File: src/rtl/seg7_pkg.sv
// Shared definitions for the multiplexed 7-segment driver: converter state
// encoding and active-high segment glyphs in {g,f,e,d,c,b,a} order.
package seg7_pkg;

  typedef enum logic [1:0] {
    CONV_IDLE  = 2'd0,
    CONV_SHIFT = 2'd1,
    CONV_LATCH = 2'd2
  } conv_state_t;

  localparam logic [6:0] SEG_BLANK = 7'b0000000;
  localparam logic [6:0] SEG_DASH  = 7'b1000000;

  // Entry 15 first so that HEX_GLYPHS[n] is the glyph for nibble n.
  localparam logic [15:0][6:0] HEX_GLYPHS = {
    7'h71, 7'h79, 7'h5E, 7'h39, 7'h7C, 7'h77, 7'h6F, 7'h7F,
    7'h07, 7'h7D, 7'h6D, 7'h66, 7'h4F, 7'h5B, 7'h06, 7'h3F
  };

  function automatic logic [6:0] hex_glyph(input logic [3:0] n);
    return HEX_GLYPHS[n];
  endfunction

  function automatic logic [63:0] pow10(input int n);
    logic [63:0] r;
    r = 64'd1;
    for (int i = 0; i < n; i++) begin
      r = r * 64'd10;
    end
    return r;
  endfunction

endpackage

File: src/rtl/seg7_bin2bcd.sv
// Sequential double-dabble converter with a hex bypass; the result and its
// overflow flag are presented together while done is high for one cycle.
module seg7_bin2bcd
  import seg7_pkg::*;
#(
  parameter int NUM_DIGITS = 4,
  parameter int BIN_W      = 14
) (
  input  logic                    clock,
  input  logic                    reset,
  input  logic                    start,
  input  logic                    hex_mode,
  input  logic [BIN_W-1:0]        num,
  output logic [4*NUM_DIGITS-1:0] bcd,
  output logic                    done,
  output logic                    busy,
  output logic                    overflow
);

  localparam int               BCD_W      = 4 * NUM_DIGITS;
  localparam int               CNT_W      = $clog2(BIN_W + 1);
  localparam logic [63:0]      DEC_LIMIT  = pow10(NUM_DIGITS);
  localparam logic [CNT_W-1:0] LAST_SHIFT = CNT_W'(BIN_W - 1);

  conv_state_t      state;
  logic [BIN_W-1:0] bin;
  logic [BCD_W-1:0] work;
  logic [BCD_W-1:0] adj;
  logic [CNT_W-1:0] cnt;
  logic             ovf_pend;
  logic             ovf_now;
  logic [63:0]      num_ext;

  assign num_ext  = 64'(num);
  assign bcd      = work;
  assign overflow = ovf_pend;
  assign done     = (state == CONV_LATCH);

  // Overflow is judged on the value being captured, in the mode it is captured in.
  always_comb begin
    if (hex_mode) begin
      ovf_now = ((num_ext >> BCD_W) != 64'd0);
    end else begin
      ovf_now = (num_ext >= DEC_LIMIT);
    end
  end

  // Add-3 correction of every BCD digit ahead of the next shift.
  always_comb begin
    adj = work;
    for (int d = 0; d < NUM_DIGITS; d++) begin
      adj[d*4 +: 4] = (work[d*4 +: 4] >= 4'd5) ? (work[d*4 +: 4] + 4'd3) : work[d*4 +: 4];
    end
  end

  // Converter FSM: capture in IDLE, BIN_W shift steps, one LATCH cycle.
  always_ff @(posedge clock or negedge reset) begin
    if (!reset) begin
      state    <= CONV_IDLE;
      bin      <= '0;
      work     <= '0;
      cnt      <= '0;
      ovf_pend <= 1'b0;
      busy     <= 1'b0;
    end else begin
      case (state)
        CONV_IDLE: begin
          if (start) begin
            bin      <= num;
            cnt      <= '0;
            ovf_pend <= ovf_now;
            if (hex_mode) begin
              work  <= BCD_W'(num);
              state <= CONV_LATCH;
              busy  <= 1'b0;
            end else begin
              work  <= '0;
              state <= CONV_SHIFT;
              busy  <= 1'b1;
            end
          end else begin
            state <= CONV_IDLE;
            busy  <= 1'b0;
          end
        end
        CONV_SHIFT: begin
          work <= (adj << 1) | BCD_W'(bin[BIN_W-1]);
          bin  <= bin << 1;
          cnt  <= cnt + CNT_W'(1);
          if (cnt == LAST_SHIFT) begin
            state <= CONV_LATCH;
            busy  <= 1'b0;
          end else begin
            state <= CONV_SHIFT;
            busy  <= 1'b1;
          end
        end
        CONV_LATCH: begin
          state <= CONV_IDLE;
          busy  <= 1'b0;
        end
        default: begin
          state <= CONV_IDLE;
          busy  <= 1'b0;
        end
      endcase
    end
  end

endmodule

File: src/rtl/seg7_mux_driver.sv
// Multiplexed 7-segment display driver: converter front end, display register,
// digit scan with leading-zero blanking, decimal points and overflow dashes.
module seg7_mux_driver
  import seg7_pkg::*;
#(
  parameter int NUM_DIGITS     = 4,
  parameter int BIN_W          = 14,
  parameter int REFRESH_DIV    = 50000,
  parameter int SEG_ACTIVE_LOW = 1,
  parameter int AN_ACTIVE_LOW  = 1
) (
  input  logic                  clock,
  input  logic                  reset,
  input  logic [BIN_W-1:0]      num,
  input  logic                  hex_mode,
  input  logic                  blank_lz,
  input  logic [NUM_DIGITS-1:0] dp_mask,
  output logic [6:0]            controls,
  output logic                  dp,
  output logic [NUM_DIGITS-1:0] seg_ctrl,
  output logic [3:0]            out_seg,
  output logic                  busy,
  output logic                  overflow
);

  localparam int               BCD_W    = 4 * NUM_DIGITS;
  localparam int               PRE_W    = (REFRESH_DIV > 1) ? $clog2(REFRESH_DIV) : 1;
  localparam int               IDX_W    = (NUM_DIGITS > 1) ? $clog2(NUM_DIGITS) : 1;
  localparam logic [PRE_W-1:0] PRE_LAST = PRE_W'(REFRESH_DIV - 1);
  localparam logic [IDX_W-1:0] IDX_LAST = IDX_W'(NUM_DIGITS - 1);
  localparam logic             SEG_INV  = (SEG_ACTIVE_LOW != 0);
  localparam logic             AN_INV   = (AN_ACTIVE_LOW != 0);

  logic [BCD_W-1:0]      conv_bcd;
  logic                  conv_done;
  logic                  conv_ovf;
  logic [BCD_W-1:0]      disp;
  logic [PRE_W-1:0]      pre;
  logic [IDX_W-1:0]      idx;
  logic [IDX_W-1:0]      idx_next;
  logic                  wrap;
  logic                  upper_zero;
  logic [NUM_DIGITS-1:0] onehot;
  logic [3:0]            nib;
  logic [6:0]            glyph;

  seg7_bin2bcd #(
    .NUM_DIGITS (NUM_DIGITS),
    .BIN_W      (BIN_W)
  ) u_bin2bcd (
    .clock    (clock),
    .reset    (reset),
    .start    (1'b1),
    .hex_mode (hex_mode),
    .num      (num),
    .bcd      (conv_bcd),
    .done     (conv_done),
    .busy     (busy),
    .overflow (conv_ovf)
  );

  // Display register and overflow flag only move together, on a finished conversion.
  always_ff @(posedge clock or negedge reset) begin
    if (!reset) begin
      disp     <= '0;
      overflow <= 1'b0;
    end else if (conv_done) begin
      disp     <= conv_bcd;
      overflow <= conv_ovf;
    end else begin
      disp     <= disp;
      overflow <= overflow;
    end
  end

  assign wrap = (pre == PRE_LAST);

  // Digit that the output registers will present after the coming edge.
  always_comb begin
    if (wrap) begin
      idx_next = (idx == IDX_LAST) ? '0 : (idx + IDX_W'(1));
    end else begin
      idx_next = idx;
    end
  end

  // A digit is a leading zero when it and every more significant digit are zero.
  always_comb begin
    upper_zero = 1'b1;
    for (int i = 0; i < NUM_DIGITS; i++) begin
      upper_zero = upper_zero & ~((IDX_W'(i) >= idx_next) & (disp[i*4 +: 4] != 4'd0));
    end
  end

  // Glyph selection for the next digit: dashes win over blanking.
  always_comb begin
    onehot           = '0;
    onehot[idx_next] = 1'b1;
    nib              = disp[{idx_next, 2'b00} +: 4];
    if (overflow) begin
      glyph = SEG_DASH;
    end else if (blank_lz && upper_zero && (idx_next != '0)) begin
      glyph = SEG_BLANK;
    end else begin
      glyph = hex_glyph(nib);
    end
  end

  // Prescaler, digit scan and polarity-corrected pin registers.
  always_ff @(posedge clock or negedge reset) begin
    if (!reset) begin
      pre      <= '0;
      idx      <= '0;
      controls <= {7{SEG_INV}};
      dp       <= SEG_INV;
      seg_ctrl <= {NUM_DIGITS{AN_INV}};
      out_seg  <= 4'd0;
    end else begin
      pre      <= wrap ? '0 : (pre + PRE_W'(1));
      idx      <= idx_next;
      controls <= glyph ^ {7{SEG_INV}};
      dp       <= dp_mask[idx_next] ^ SEG_INV;
      seg_ctrl <= onehot ^ {NUM_DIGITS{AN_INV}};
      out_seg  <= nib;
    end
  end

endmodule
File: config.mk
export PLATFORM = sky130hd
export DESIGN_NAME = seg7_mux_driver
export DESIGN_NICKNAME = d
export VERILOG_FILES = /design/src/rtl/seg7_pkg.sv /design/src/rtl/seg7_bin2bcd.sv /design/src/rtl/seg7_mux_driver.sv
export SDC_FILE = /design/constraint.sdc
export NUM_CORES = 1
export LEC_CHECK = 0
export CAP_MARGIN = 5
export CORE_MARGIN = 3
export CORE_UTILIZATION = 38
export CTS_BUF_LIST = sky130_fd_sc_hd__clkbuf_8
export CTS_CLUSTER_DIAMETER = 50
export DETAILED_ROUTE_END_ITERATION = 8
export MAX_ROUTING_LAYER = met4
export PLACE_DENSITY_LB_ADDON = 0.08
export SLEW_MARGIN = 20
export SYNTH_ARGS = -nofsm -noshare
export SYNTH_HDL_FRONTEND = slang
export SYNTH_SLANG_ARGS = --single-unit
File: constraint.sdc
create_clock -name clock -period 2.65 [get_ports clock]
set_input_delay 0.53 -clock clock [delete_from_list [all_inputs] [get_ports clock]]
set_output_delay 0.53 -clock clock [all_outputs]
set_load 0.02 [all_outputs]
==> impl_metrics.yaml, run 1 <==
clock_network:
  root_buffer: "clkbuf_8"
  cts.sinks: 88
  cts_hold_buf: 0
  cts_buffers: 9
  cts_tree: "done"
  clkTransAtPathRegs_ps: 80
  htreeDepth: 3
  cts_buffer_depth: 2
  clock_latency_ps: 360
cells_and_area:
  nNetsFinal: 523
  fillers: 1047
  layout-drive-gt1-share_pct: 18.4
  layout_commonest_cell: "dfrtp_1"
  antenna_cells: 0
  final_cell_mix: "dfrtp_1 (75), nand2_1 (55), o21ai_0 (45)"
  final_area_um2: 5390
  areaGrowthSynthToFinish_pct: 24.7
  post_layout_nonfiller_instances: 628
pwr:
  power_density_nw_per_um2: 1010
  p_total_uw: 5450
  p_leak_uw: 0.00249
  vdd_ir_drop_max_mv: 0.464
sta:
  period_needed_ps: 2630
  slew_headroom_pct: 58.0
  setup_viol_count_final: 0
  rsz0062_at_grt: "yes"
  worstMarginPinSlew_ps: 631
  fmax_mhz: 381
  hold_viol_final: 0
  final_max_slew_viol_count: 0
  finClkSkew_ps: 6.13
  whs_ps: 187
  period_share_pct: 99.1
global_route:
  grt_pass1_vias: 3221
  antenna_found_initial: 0
  grt_pass1_wl_mm: 15.5
  grt_max_degree: 46
  track_usage_pct: 15.6
  gr-total-overflow: 0
placed_design:
  dp.cells: 607
  dp_hpwl_mm: 6.50
  gp_congestion: 0.779
  numPortBuffers: 39
  dpl_cell_area_um2: 5080
floorplan:
  die-area_um2: 12700
  ios: 40
  initial_utilization_pct: 39.3
  die_width_um: 113
  rows: 38
  die_height_um: 113
  core_um2: 11000
logic_synthesis:
  yosysWarnings: 0
  synthFlopType: "dfrtp_1"
  ys_ff_latch: 88
  syn_nets: 455
  netlist_area_um2: 4320
  synth_edf_count: 0
  ys_seq_area_share_pct: 51.3
  syn_avg_cell_area_um2: 10.4
  synth_cell_types: 46
  async_reset_ff_share_pct: 100
  syn_inst: 415
run:
  maxCapViolCount: 0
worst_setup_path:
  path_max_fanout: 4
  crit_type: "register to register"
  worst_r2r_startpoint: "pre[1]$_DFF_PN0_"
  path_cells: "ha_2, and3_4, and4_4, mux2i_4, buf_4, mux4_2, and2b_1, nor2b_1, o31ai_1"
  critPathArrivalTime_ps: 2900
  start_kind: "register"
  r2r_cells: 9
  r2r_slack_ps: 20
  slowest_delay_ps: 550
  endpoint_kind: "register"
  rr_endpoint: "controls[0]$_DFF_PN1_"
  crit_required_ps: 2920
  crit_slowest_cell: "mux4_2"
routing:
  vias: 3176
  drt_iter0_drc: 113
  wire_per_inst_um: 14.2
  detail-route-antenna-nets: 0
  route.detailed.drc: 0
  dr.pass1.iters: 4
  drt-total-wl_mm: 8.90
  vias_per_cell: 5.06
status:
  status: "completed"
worst_hold_path:
  hold_path_class: "input port to asynchronous set/reset pin"
[report_power, final]
part	internal [µW]	total, µW	switching (µW)	leakage (µW)
clock	602	1060	457	0.000125
combinational	1050	2200	1150	0.00127
sequential	1840	2200	355	0.00110
total	3490	5450	1960	0.00249
[critical path, delay by kind of cell, from the launching register on]
kind | cells | cell delay [ps]
compound gates | 1 | 230
fa+ha+maj | 1 | 180
buf+inv | 1 | 170
flops | 1 | 360
mux | 2 | 820
simple gates | 4 | 780
[kinds of logic (layout without fill, tap and decap cells)]
family                     after synthesis  after routing  share of synthesized area [%]
and+or+nand+nor                        128            128                           14.3
AOI/OAI and AO/OA                       96             96                           13.6
DFF                                     88             88                           51.3
buffers and inverters                   42            115                           4.06
muxes                                   26             26                           8.02
adders and majority gates               18             18                           5.21
xor gates and xnor gates                17             17                           3.45
[routing by layer]
metal / part of all wire [%] / track usage (%) / vias to the layer above
met5: 0 / - / -
met4: 1.6 / 5.93 / 0
met3: 4.6 / 3.67 / 11
met2: 46 / 23.9 / 68
met1: 48 / 20.2 / 1514
li1: - / - / 1583
[stage by stage]
| step | TNS, ps | util, % | worst slack (ps) |
|---|---|---|---|
| detailed placement | -17.7 | 46.2 | -10.9 |
| global route | -217 | 49.0 | -86.5 |
| CTS | 0 | 48.4 | 17.0 |
| floorplan | -32.8 | - | -32.8 |
| finish | 0 | 49.0 | 24.9 |
| global placement | 0 | 46.2 | 35.4 |
[state kept, by name, summed over array words and instances (netlist names)]
signal	count
u_bin2bcd.bin	14
u_bin2bcd.overflow	1
out_seg	4
u_bin2bcd.bcd	16
idx	2
seg_ctrl	4
overflow	1
disp	16
u_bin2bcd.cnt	4
controls	7
dp	1
pre	16
u_bin2bcd.state	2
[cell type report]
class                      instances  area (µm²)  area share [%]
sequential                        88        2220            41.2
clock buffer                      12         165            3.07
multi-input combinational        285        1970            36.6
tap                              140         175            3.25
inverter                          22        85.1            1.58
timing repair buffer              77         702            13.0
clock inverter                     4        67.6            1.25
[worst max path at each step]
stage	startpoint	to	slack (ps)	cells past startpoint
2_1_floorplan	pre[0]$_DFF_PN0_	controls[3]$_DFF_PN1_	-30	13
3_3_place_gp	pre[0]$_DFF_PN0_	controls[3]$_DFF_PN1_	40	12
3_5_place_dp	pre[0]$_DFF_PN0_	controls[0]$_DFF_PN1_	-10	9
4_1_cts	pre[7]$_DFF_PN0_	controls[4]$_DFF_PN1_	20	8
5_1_grt	pre[1]$_DFF_PN0_	controls[0]$_DFF_PN1_	-90	9
6_report	pre[1]$_DFF_PN0_	controls[0]$_DFF_PN1_	20	9
[cells in the mapped netlist (6+ instances only)]
cell      number  area (µm²)
xnor2_1        8        70.1
mux2i_1       14         140
dfstp_2       12         315
nand2_1       56         210
nor2_1        19        71.3
dfrtp_1       76        1900
clkbuf_1      16        60.1
nor2b_1        8        50.1
inv_1         20        75.1
o21ai_0       45         225
nand2b_1      11        68.8
a221oi_1      11        96.3
xor2_1         9        78.8
and3_1         7        43.8
nand3_1       10        50.1
a21oi_1       19        95.1
ha_1          18         225
mux2_2         6        67.6
[timing repair]
action,CTS,global route
gates resized for setup,2,9
endpoints found under the setup margin,3,7
buffers inserted,0,5
pin swaps,0,2
Power figures use the tool's default switching activity.
==> inputs of run 2 (changes only) <==
Settings changed: SKIP_CTS_REPAIR_TIMING set to 1.
Clock period 2.65 ns to 2.2 ns, I/O delays scaled along.
==> impl_metrics.yaml, run 2 (same netlist as run 1, synthesis figures left out) <==
cells_and_area:
  areaGrowthSynthToFinish_pct: 25.8
  antenna_cells: 0
  post_layout_nonfiller_instances: 641
  final_cell_mix: "dfrtp_1 (75), nand2_1 (55), buf_4 (48)"
  fillers: 1057
  layout-drive-gt1-share_pct: 20.8
  nNetsFinal: 536
  layout_commonest_cell: "dfrtp_1"
routing:
  vias: 3230
  detail-route-antenna-nets: 0
  drt-total-wl_mm: 9.02
  drt_iter0_drc: 147
  vias_per_cell: 5.04
  dr.pass1.iters: 4
  route.detailed.drc: 0
  wire_per_inst_um: 14.1
pwr:
  p_leak_uw: 0.00253
  clockPowerShare_pct: 16.7
  p_sw_share_pct: 37.3
  p_seq_share_pct: 41.7
  vdd_ir_drop_max_mv: 0.641
  combinationalPowerShare_pct: 41.7
  p_int_uw: 3990
  power_density_nw_per_um2: 1170
  p_total_uw: 6360
  switching_power_uw: 2370
placed_design:
  pre_cts_slack_ps: -521
  dp_hpwl_mm: 6.54
  gp_congestion: 0.805
  numPortBuffers: 39
  dp.cells: 617
clock_network:
  root_buffer: "clkbuf_8"
  cts_tree: "done"
  htreeDepth: 3
  clkTransAtPathRegs_ps: 90
  cts_buffer_depth: 2
  cts.sinks: 88
  clock_latency_ps: 370
  cts_buffers: 9
sta:
  whs_ps: 460
  final_max_slew_viol_count: 0
  finClkSkew_ps: 12.2
  rsz0062_at_grt: "yes"
  slew_headroom_pct: 67.1
  period_needed_ps: 2610
  worstMarginPinSlew_ps: 493
  hold_viol_final: 0
  setup_slack_ps: -414
  period_share_pct: 119
  fmax_mhz: 383
  setup_viol_count_final: 9
worst_setup_path:
  crit_required_ps: 2490
  crit_family: "simple AND/OR/NAND/NOR gates"
  crit_type: "register to register"
  critPathArrivalTime_ps: 2900
  crit_path_frequent_cell: "inv_2"
  crit_slowest_cell: "mux4_2"
  endpoint_kind: "register"
  path_cells: "ha_2, and3_4, and4_4, mux2i_4, inv_4, mux4_2, inv_2, ha_4, inv_2, or2_1, and3_1, o21ai_1"
  slowest_delay_ps: 490
  path_buf_inv: 3
  path_max_fanout: 4
  start_kind: "register"
floorplan:
  rows: 38
  die-area_um2: 12700
  die_height_um: 113
  core_um2: 11000
  initial_utilization_pct: 39.3
  die_width_um: 113
  ios: 40
global_route:
  grt_pass1_vias: 3143
  gr-total-overflow: 0
  antenna_found_initial: 0
  track_usage_pct: 15.6
  grt_max_degree: 45
  grt_pass1_wl_mm: 15.4
run:
  maxCapViolCount: 0
status:
  status: "complete, but fails checks"
  violations: "setup timing"
worst_hold_path:
  hold_path_class: "register to register"
==> run 2: through the flow <==
stage	TNS (ps)	util, %	cell area (µm²)
finish	-2460	49.5	5430
floorplan	-2230	-	4330
global route	-3620	49.5	5430
global placement	-2560	46.8	5140
CTS	-3660	48.5	5320
detailed placement	-3340	46.8	5140
==> run 2: layout make-up <==
cell class | count | area [µm²] | area share (%)
flip-flops and latches | 88 | 2220 | 40.8
multi-input cells | 285 | 1980 | 36.4
repair buffers | 90 | 793 | 14.6
well taps | 140 | 175 | 3.22
clock buffers | 12 | 165 | 3.04
inverters | 22 | 85.1 | 1.57
clock inverters | 4 | 20.0 | 0.368
==> run 2: worst reg2reg max path: stages (launching register included) <==
cell and delay (ps):
dfrtp_1 360, ha_2 180, and3_4 170, and4_4 260, mux2i_4 260, inv_4 70, mux4_2 490, inv_2 110
ha_4 130, inv_2 20, or2_1 210, and3_1 140, o21ai_1 130
==> run 2: path summary, 6_finish.rpt <==
kind,end,depth (start not counted),slack [ps],startpoint
setup / recovery,controls[3]$_DFF_PN1_,12,-410,pre[0]$_DFF_PN0_
hold / removal,controls[6]$_DFF_PN1_,1,460,overflow$_DFFE_PN0N_
setup reg to reg,controls[3]$_DFF_PN1_,12,-410,pre[0]$_DFF_PN0_
hold reg to reg,controls[6]$_DFF_PN1_,1,460,overflow$_DFFE_PN0N_
max in group asynchronous,controls[3]$_DFF_PN1_,3,1030,reset
min in group asynchronous,pre[14]$_DFF_PN0_,2,520,reset
==> run 2: per-layer routing <==
| layer | global-route usage, % | up-vias | part of all wire [%] |
|---|---|---|---|
| li1 | - | 1616 | - |
| met1 | 19.9 | 1549 | 47 |
| met2 | 24.0 | 56 | 47 |
| met3 | 4.80 | 9 | 4.6 |
| met4 | 4.97 | 0 | 1.2 |
| met5 | - | - | 0 |
==> run 2: power groups by stage <==
stage,logic [µW],registers [µW],clock network [µW]
global route,3030,2740,1180
global placement,2590,2680,0
floorplan,1750,2670,0
finish,2650,2650,1060
detailed placement,2630,2690,0
CTS,2640,2660,1120
